## src/rtl/uart_rx_buffered.sv

```systemverilog
// Buffered 8N1 UART receiver: synchronised input, 3-sample mid-bit majority vote,
// first-word-fall-through byte FIFO, sticky framing/overrun flags.
module uart_rx_buffered #(
  parameter int CLKS_PER_BIT = 434,
  parameter int FIFO_DEPTH   = 8
) (
  input  logic       CLOCK_50,
  input  logic       rst,
  input  logic       rx,
  input  logic       rd_en,
  input  logic       clear_err,
  output logic [7:0] rd_data,
  output logic       empty,
  output logic       full,
  output logic       rx_done,
  output logic       frame_err,
  output logic       overrun
);

  localparam int CNT_W = $clog2(CLKS_PER_BIT);
  localparam int PTR_W = $clog2(FIFO_DEPTH);
  localparam int H     = CLKS_PER_BIT / 2;
  localparam logic [CNT_W-1:0] CNT_LAST = CNT_W'(CLKS_PER_BIT - 1);
  localparam logic [CNT_W-1:0] CNT_S0   = CNT_W'(H - 1);
  localparam logic [CNT_W-1:0] CNT_S1   = CNT_W'(H);
  localparam logic [CNT_W-1:0] CNT_DEC  = CNT_W'(H + 1);
  localparam logic [PTR_W:0]   CNT_FULL = (PTR_W + 1)'(FIFO_DEPTH);

  typedef enum logic [2:0] {IDLE, START, DATA, STOP, BREAK} state_t;

  logic             rx_meta_reg, rxs_reg;
  state_t           state_reg, state_next;
  logic [CNT_W-1:0] cnt_reg, cnt_next;
  logic [2:0]       idx_reg, idx_next;
  logic [7:0]       shift_reg, shift_next;
  logic [1:0]       samp_reg, samp_next;
  logic             maj, push, pop, set_fe, set_ov;

  logic [7:0]       mem [FIFO_DEPTH];
  logic [PTR_W-1:0] wr_ptr_reg, rd_ptr_reg;
  logic [PTR_W:0]   count_reg;
  logic             rx_done_reg, frame_err_reg, overrun_reg;

  always_ff @(posedge CLOCK_50) begin
    if (rst) begin
      rx_meta_reg <= 1'b1;
      rxs_reg     <= 1'b1;
    end else begin
      rx_meta_reg <= rx;
      rxs_reg     <= rx_meta_reg;
    end
  end

  // Third sample is the live rxs at the decision count.
  assign maj = (samp_reg[0] & samp_reg[1]) | (samp_reg[0] & rxs_reg) | (samp_reg[1] & rxs_reg);

  always_ff @(posedge CLOCK_50) begin
    if (rst) begin
      state_reg <= IDLE;
      cnt_reg   <= '0;
      idx_reg   <= '0;
      shift_reg <= '0;
      samp_reg  <= '0;
    end else begin
      state_reg <= state_next;
      cnt_reg   <= cnt_next;
      idx_reg   <= idx_next;
      shift_reg <= shift_next;
      samp_reg  <= samp_next;
    end
  end

  always_comb begin
    state_next = state_reg;
    cnt_next   = (cnt_reg == CNT_LAST) ? '0 : cnt_reg + 1'b1;
    idx_next   = idx_reg;
    shift_next = shift_reg;
    samp_next  = samp_reg;
    push       = 1'b0;
    set_fe     = 1'b0;
    set_ov     = 1'b0;
    if (cnt_reg == CNT_S0) samp_next[0] = rxs_reg;
    if (cnt_reg == CNT_S1) samp_next[1] = rxs_reg;
    case (state_reg)
      IDLE: begin
        // The detecting cycle is count 0 of the start bit.
        if (!rxs_reg) begin
          state_next = START;
          cnt_next   = CNT_W'(1);
        end else begin
          cnt_next = '0;
        end
      end
      START: begin
        if (cnt_reg == CNT_DEC && maj) begin
          state_next = IDLE;
          cnt_next   = '0;
        end else if (cnt_reg == CNT_LAST) begin
          state_next = DATA;
          idx_next   = '0;
        end
      end
      DATA: begin
        if (cnt_reg == CNT_DEC) shift_next[idx_reg] = maj;
        if (cnt_reg == CNT_LAST) begin
          if (idx_reg == 3'd7) state_next = STOP;
          else                 idx_next   = idx_reg + 3'd1;
        end
      end
      STOP: begin
        if (cnt_reg == CNT_DEC) begin
          cnt_next = '0;
          if (maj) begin
            state_next = IDLE;
            if (!full || rd_en) push   = 1'b1;
            else                set_ov = 1'b1;
          end else begin
            state_next = BREAK;
            set_fe     = 1'b1;
          end
        end
      end
      BREAK: begin
        cnt_next = '0;
        if (rxs_reg) state_next = IDLE;
      end
      default: state_next = IDLE;
    endcase
  end

  // When full, a push is only issued alongside rd_en, so pop frees the slot.
  assign pop = rd_en & ~empty;

  always_ff @(posedge CLOCK_50) begin
    if (push) mem[wr_ptr_reg] <= shift_reg;
  end

  always_ff @(posedge CLOCK_50) begin
    if (rst) begin
      wr_ptr_reg    <= '0;
      rd_ptr_reg    <= '0;
      count_reg     <= '0;
      rx_done_reg   <= 1'b0;
      frame_err_reg <= 1'b0;
      overrun_reg   <= 1'b0;
    end else begin
      if (push) wr_ptr_reg <= wr_ptr_reg + 1'b1;
      if (pop)  rd_ptr_reg <= rd_ptr_reg + 1'b1;
      case ({push, pop})
        2'b10:   count_reg <= count_reg + 1'b1;
        2'b01:   count_reg <= count_reg - 1'b1;
        default: count_reg <= count_reg;
      endcase
      rx_done_reg   <= push;
      frame_err_reg <= set_fe | (frame_err_reg & ~clear_err);
      overrun_reg   <= set_ov | (overrun_reg & ~clear_err);
    end
  end

  assign empty     = (count_reg == '0);
  assign full      = (count_reg == CNT_FULL);
  assign rd_data   = empty ? 8'h00 : mem[rd_ptr_reg];
  assign rx_done   = rx_done_reg;
  assign frame_err = frame_err_reg;
  assign overrun   = overrun_reg;

endmodule

```

## config.mk

```make
export PLATFORM = sky130hd
export DESIGN_NAME = uart_rx_buffered
export DESIGN_NICKNAME = d
export VERILOG_FILES = /design/src/rtl/uart_rx_buffered.sv
export SDC_FILE = /design/constraint.sdc
export NUM_CORES = 1
export LEC_CHECK = 0
export BUFFER_PORTS_ARGS = -buffer_cell sky130_fd_sc_hd__clkbuf_2
export CORE_UTILIZATION = 35
export DETAILED_ROUTE_END_ITERATION = 7
export SLEW_MARGIN = 20
export SYNTH_ARGS = -nofsm -noshare
export SYNTH_HDL_FRONTEND = slang
export SYNTH_SLANG_ARGS = --single-unit
```

## constraint.sdc

```tcl
create_clock -name CLOCK_50 -period 4.8 [get_ports CLOCK_50]
set_clock_uncertainty 0.1 [all_clocks]
set_input_delay 1.2 -clock CLOCK_50 [delete_from_list [all_inputs] [get_ports CLOCK_50]]
set_output_delay 1.2 -clock CLOCK_50 [all_outputs]
set_load 0.01 [all_outputs]
```

==> impl_metrics.csv, run 1 <==
group,metric,value,unit
run_status,status,"finished, final reports clean",
final_layout,nets,374,
clock_network,clk_pin_slew,0.07,ns
clock_network,cts_tree,"done",
global_routing,first_global_vias,2646,
worst_setup_path,slowest_delay,0.69,ns
routing,drcViolationCount,0,
sta,finalHoldViolations,0,
pwr,power.density,330,mW/mm2
sta,setup_viol,0,
worst_hold_path,hold_end,"rxs_reg",
final_layout,seqCellArea,0.00278,mm2
die,ios,18,
place,dpl.cell_count,519,
logic_synthesis,ys_seq_elements,107,
die,die-width,116,um
die,coreArea,0.0127,mm2
place,post-place-ws,1.43,ns
global_routing,grt_max_degree,29,
worst_setup_path,required,3.50,ns
worst_setup_path,critPathLaunchType,"register",
clock_network,post_cts_buffers,0,
sta,setup_tns,0,ns
worst_setup_path,r2r_start,"cnt_reg[0]",
sta,rsz0062_at_grt,"false",
worst_setup_path,rr_worst_depth,12,
logic_synthesis,synth_compound_area_frac,0.0407,
place,dp.final_hpwl,5250,um
pwr,power_leakage,1.80,nW
logic_synthesis,synth_top_area_frac,0.422,
worst_setup_path,crit_fanout,9,
global_routing,grt_overflow,0,
logic_synthesis,async_flop_share,0,
routing,via_per_inst,4.97,
logic_synthesis,synth_largest_area_cell,"edfxtp_1",
final_layout,nFillCells,1203,
clock_network,ctsResizeCount,0,
sta,relSlewSlack,0.379,
logic_synthesis,synth_area,0.00455,mm2
routing,first_iter_violations,297,
run,drv_cap,0,
logic_synthesis,synthCells,343,
logic_synthesis,yosys.area_share.simple,0.142,
logic_synthesis,netlist_top_cells_area,"edfxtp_1 (42%), dfxtp_1 (19%), mux4_2 (7.9%)",
sta,finalCriticalPeriod,3.52,ns
logic_synthesis,syn_nets,359,
worst_hold_path,hold_start,"rx_meta_reg",
worst_setup_path,rrSetupSlack,1.70,ns
final_layout,stdcell_count,535,
sta,slew_violations,0,
worst_setup_path,cp.buffers_inverters,2,
logic_synthesis,ys_types,49,
clock_network,clockRootBuffer,"clkbuf_16",
worst_hold_path,min_path_cells,1,
worst_setup_path,crit_path_top_delay_cell,"dfxtp_1",
die,fp-row-count,41,
sta,post-route-period-util,0.733,
logic_synthesis,synthesis.area_per_instance,13.3,um2
logic_synthesis,synth_edf_count,64,
logic_synthesis,synth-adder-area-share,0.0324,
final_layout,diodes,0,
global_routing,grt_use_total,0.134,
worst_setup_path,critical_path.top_delay_family,"flip-flops",
routing,dr.pass1.iters,4,
routing,routed_wl,8120,um
clock_network,cts_buffers,9,
clock_network,clock-sinks,107,
logic_synthesis,yosys_warnings,0,
worst_hold_path,hp-class,"reg2reg",
clock_network,cts-htree-levels,3,
logic_synthesis,synth_flop_cell,"edfxtp_1",
die,initial_utilization,0.359,
clock_network,cts_hold_buffers,0,
routing,vias,2660,
place,place.gp.congestion,0.744,
logic_synthesis,synth_top_family_by_area,"simple AND/OR/NAND/NOR gates",
sta,worst_pin_slew,0.926,ns
global_routing,grt_pass1_wl,13400,um
global_routing,antenna_found_initial,0,
logic_synthesis,synth_xor_xnor_area_share,0.0250,
final_layout,area_delta_synth_final,12.7,%
die,die_y,116,um
routing,postRouteAntennaNets,0,
logic_synthesis,synth.yosys.seq_area_share,0.611,
sta,fin_ws,1.28,ns
worst_setup_path,crit_chain,"buf_4, mux4_2, mux2i_1, nor2_1, clkbuf_2",
clock_network,clk_path_buf_depth,2,
worst_setup_path,r2r-end,"count_reg[2]",
worst_setup_path,crit_type,"reg2out",
worst_setup_path,endpoint_kind,"output port",
final_layout,layout-drive-gt1-share,0.179,
die,dieArea,0.0135,mm2
clock_network,clk_latency,0.35,ns
pwr,ir_drop,0.000133,V
place,port_buffers,17,
logic_synthesis,synthMuxAreaShare,0.128,
sta,fmax,284,MHz
final_layout,multiInputGateArea,0.00171,mm2
routing,wire_per_inst,15.2,um
worst_setup_path,cp.arrival,2.22,ns
final_layout,largest_reg_flops,64,
==> cell usage in the layout, fill, tap and decap left out, types with 6 or more instances in the layout <==
master,instances
a21oi_1,10
nand2_1,22
mux4_2,16
xor2_1,8
ha_1,11
edfxtp_1,64
nand3_1,7
inv_1,6
clkbuf_16,9
mux2i_1,20
nand4_1,7
clkbuf_2,17
nor2_1,33
dfxtp_1,43
==> logic make-up (layout without fill, tap and decap cells) <==
logic type,after synthesis,count (layout)
buffers and inverters,23,43
muxes,38,38
AOI/OAI and AO/OA,29,29
and+or+nand+nor,121,121
DFF,107,107
xor gates and xnor gates,13,13
adders and majority gates,12,12
==> metrics by stage <==
step | total power (W) | hold WS [ns] | area [um2] | util
floorplan | 0.000996 | 0.289 | 4550 | -
global route | 0.00175 | 0.335 | 5130 | 0.405
detailed placement | 0.00100 | 0.294 | 4830 | 0.382
finish | 0.00169 | 0.311 | 5130 | 0.405
CTS | 0.00171 | 0.313 | 5120 | 0.404
global placement | 0.00100 | 0.293 | 4830 | 0.382
==> routing by layer <==
metal,track usage,vias to the layer above,wire length [um],part of all wire
met1,0.163,1303,3800,0.47
li1,-,1320,-,-
met3,0.0314,8,222,0.027
met2,0.227,29,3990,0.49
met5,0,-,0,0
met4,0.0590,0,108,0.013
==> final cells by class <==
type | count | area share
timing repair buffer | 21 | 0.0224
clock buffer | 9 | 0.0439
clock inverter | 7 | 0.0122
multi-input combinational | 213 | 0.333
sequential | 107 | 0.542
inverter | 6 | 0.00439
tap | 172 | 0.0420
==> synth_stat cells, drive strengths merged (3+ instances only) <==
library cell and n:
a21oi 10, and2 3, and3b 3, buf 4
clkbuf 13, dfxtp 43, edfxtp 64, ha 11
inv 6, mux2i 20, mux4 16, nand2 22
nand2b 4, nand3 7, nand3b 3, nand4 7
nor2 33, nor2b 5, nor3 8, nor3b 4
nor4 3, nor4b 3, o21ai 5, o31ai 3
or2 3, or3 3, or4 4, xnor2 5
xor2 8
==> worst max-delay path by stage <==
stage                        start           end  slack [ns]  cells after the start
final                     register    rd_data[3]        1.28                      5
after global routing      register    rd_data[6]        1.08                      5
after CTS                 register    rd_data[3]        1.23                      5
after detailed placement     rd_en  count_reg[2]        1.43                     10
after global placement       rd_en  count_reg[2]        1.53                     10
after floorplan           register    rd_data[5]        1.76                      5
==> where the power goes <==
group | total [W] | internal (W) | switching (W)
Sequential | 0.000964 | 0.000962 | 0.00000210
Combinational | 0.0000148 | 0.00000548 | 0.00000928
Clock | 0.000712 | 0.000361 | 0.000351
Total | 0.00169 | 0.00133 | 0.000362
No activity file was read; power rests on OpenSTA's default activity.
==> run 2: changes to the inputs <==
Settings changed: ABC_AREA set to 1.
Clock period 4.8 ns to 3.5 ns, I/O delays scaled along.
==> run 2 against run 1 <==
Critical path type unchanged. Die area increased by 3.2%. Flip-flop and latch count unchanged. Non-clock buffer count decreased by 1. Critical path depth is 1 higher. Power rose by 100%. Synthesized cell count grew 43%.
==> impl_metrics.csv, run 2 <==
group,metric,value,unit
clock_network,clock-sinks,107,
die,dieArea,0.0139,mm2
sta,whs,0.322,ns
worst_setup_path,crit_path_top_delay_cell,"inv_1",
logic_synthesis,synth_most_common_cell,"nor2_1",
clock_network,cts-htree-levels,3,
worst_hold_path,min_path_cells,1,
worst_hold_path,hold_end,"rxs_reg",
place,port_buffers,17,
logic_synthesis,synthMuxAreaShare,0,
die,fp-row-count,41,
worst_setup_path,cp.buffers_inverters,2,
logic_synthesis,synth_xor_xnor_area_share,0.0186,
pwr,power.density,644,mW/mm2
logic_synthesis,synthCells,489,
clock_network,post_cts_buffers,0,
worst_setup_path,r2r-end,"count_reg[2]",
worst_setup_path,crit_fanout,20,
worst_hold_path,hp-class,"reg2reg",
die,die-width,118,um
pwr,swShare,0.336,
routing,vias,3299,
final_layout,nFillCells,1251,
worst_setup_path,slowest_delay,0.39,ns
pwr,internal-power,0.00225,W
final_layout,layout_common_cells,"nor2_1 (87), edfxtp_1 (64), o21ai_0 (58)",
global_routing,grt_use_total,0.148,
clock_network,clk_latency,0.35,ns
final_layout,area_delta_synth_final,12.0,%
final_layout,layout-drive-gt1-share,0.105,
pwr,switchingPower,0.00114,W
sta,post-route-period-util,0.831,
worst_setup_path,rrSetupSlack,1.06,ns
global_routing,grt_overflow,0,
final_layout,diodes,0,
final_layout,final_common_cell,"nor2_1",
run_status,status,"finished, final reports clean",
logic_synthesis,synth_compound_area_frac,0.113,
routing,drcViolationCount,0,
global_routing,antenna_found_initial,0,
sta,relSlewSlack,0.509,
worst_setup_path,r2r_start,"cnt_reg[0]",
routing,first_iter_violations,252,
logic_synthesis,async_flop_share,0,
logic_synthesis,synthTopCellsByCount,"nor2_1 (87), edfxtp_1 (64), o21ai_0 (58)",
worst_setup_path,critPathLaunchType,"register",
logic_synthesis,ys_seq_elements,107,
global_routing,grt_max_degree,33,
final_layout,multiInputGateArea,0.00165,mm2
pwr,power_leakage,2.05,nW
sta,finalHoldViolations,0,
final_layout,seqCellArea,0.00278,mm2
logic_synthesis,netlist_top_cells_area,"edfxtp_1 (41%), dfxtp_1 (18%), nor2_1 (6.9%)",
logic_synthesis,synth_largest_area_cell,"edfxtp_1",
die,ios,18,
logic_synthesis,synthesis.area_per_instance,9.61,um2
pwr,sequentialPowerShare,0.427,
final_layout,largest_reg_flops,64,
place,place.gp.congestion,0.825,
clock_network,ctsResizeCount,0,
clock_network,clk_pin_slew,0.07,ns
sta,setup_viol,0,
pwr,clkPwrFrac,0.300,
routing,routed_wl,9530,um
sta,fmax,344,MHz
routing,via_per_inst,4.82,
logic_synthesis,synth_flop_cell,"edfxtp_1",
clock_network,clk_path_buf_depth,2,
worst_setup_path,crit_chain,"inv_1, o21ai_0, o22ai_1, o21ai_0, a31oi_1, clkbuf_2",
run,drv_cap,0,
logic_synthesis,synth_area,0.00470,mm2
worst_setup_path,critical_path.top_delay_family,"compound AO/OA/AOI/OAI gates",
logic_synthesis,synth_top_area_frac,0.409,
logic_synthesis,syn_nets,505,
worst_setup_path,cp_common_cell,"o21ai_0",
logic_synthesis,synth_edf_count,64,
sta,slew_violations,0,
global_routing,grt_pass1_wl,16000,um
logic_synthesis,yosys.area_share.simple,0.190,
sta,rsz0062_at_grt,"false",
worst_hold_path,hold_start,"rx_meta_reg",
clock_network,cts_buffers,9,
worst_setup_path,rr_worst_depth,14,
worst_setup_path,endpoint_kind,"output port",
routing,postRouteAntennaNets,0,
worst_setup_path,cp.arrival,1.93,ns
clock_network,clockRootBuffer,"clkbuf_16",
worst_setup_path,required,2.52,ns
sta,setup_tns,0,ns
sta,finalCriticalPeriod,2.91,ns
pwr,p_comb_frac,0.274,
place,dp.final_hpwl,6610,um
logic_synthesis,synth_top_family_by_area,"simple AND/OR/NAND/NOR gates",
die,initial_utilization,0.365,
die,coreArea,0.0129,mm2
sta,worst_pin_slew,0.736,ns
clock_network,cts_hold_buffers,0,
logic_synthesis,synth-adder-area-share,0.0293,
routing,dr.pass1.iters,4,
logic_synthesis,synth.yosys.seq_area_share,0.592,
pwr,ir_drop,0.000422,V
final_layout,nets,523,
logic_synthesis,ys_types,28,
logic_synthesis,yosys_warnings,0,
global_routing,first_global_vias,3083,
routing,wire_per_inst,13.9,um
worst_setup_path,crit_type,"reg2out",
clock_network,cts_tree,"done",
die,die_y,118,um
==> run 2: kinds of logic (layout without fill, tap and decap cells) <==
kind of cell,count (synthesis),in the layout
AOI/OAI and AO/OA,101,101
xor gates and xnor gates,10,10
adders and majority gates,11,11
buffers and inverters,69,92
DFF,107,107
and+or+nand+nor,191,191
==> run 2: routing by layer <==
| metal | vias to the layer above | track usage | share of wire |
|---|---|---|---|
| li1 | 1700 | - | - |
| met1 | 1523 | 0.205 | 0.50 |
| met2 | 66 | 0.220 | 0.44 |
| met3 | 10 | 0.0422 | 0.042 |
| met4 | 0 | 0.0537 | 0.017 |
| met5 | - | 0 | 0 |
==> run 2: worst max path at each step <==
stage | start | endpoint | cells after the start
floorplan | rd_en | count_reg[2] | 10
global placement | rd_en | mem[7][1] | 7
detailed placement | rd_en | mem[3][7] | 7
CTS | register | rd_data[0] | 6
global route | register | rd_data[3] | 6
finish | register | rd_data[0] | 6
==> run 2: area by class of cell <==
cell class / count / area share
Sequential cell: 107 / 0.529
Multi-Input combinational cell: 313 / 0.313
Clock buffer: 10 / 0.0435
Tap cell: 172 / 0.0409
Inverter: 56 / 0.0399
Timing Repair Buffer: 20 / 0.0204
Clock inverter: 6 / 0.0138
==> run 2: metrics by stage <==
stage               power [W]  worst slack (ns)  cell area, um2  std cells  utilization
detailed placement    0.00239             0.845            4960        668        0.385
global route          0.00362             0.403            5260        684        0.409
floorplan             0.00214              1.17            4700        489            -
global placement      0.00239             0.906            4960        668        0.385
finish                0.00339             0.593            5260        684        0.409
CTS                   0.00342             0.577            5260        684        0.409
==> run 2: worst reg2reg max path, delay by kind of cell, from the launching register on <==
| family | cells | cell delay (ns) |
|---|---|---|
| and+or+nand+nor | 4 | 0.46 |
| xor gates and xnor gates | 2 | 0.27 |
| AOI/OAI and AO/OA | 2 | 0.29 |
| adders and majority gates | 3 | 0.62 |
| DFF | 1 | 0.34 |
| buffers and inverters | 3 | 0.26 |
==> run 2: power by group through the flow <==
stage / Clock (W) / Combinational [W] / Sequential (W)
after floorplan: 0 / 0.000678 / 0.00146
after global placement: 0 / 0.000918 / 0.00147
after detailed placement: 0 / 0.000920 / 0.00147
after CTS: 0.00105 / 0.000927 / 0.00145
after global routing: 0.00110 / 0.00106 / 0.00146
final: 0.00102 / 0.000928 / 0.00145
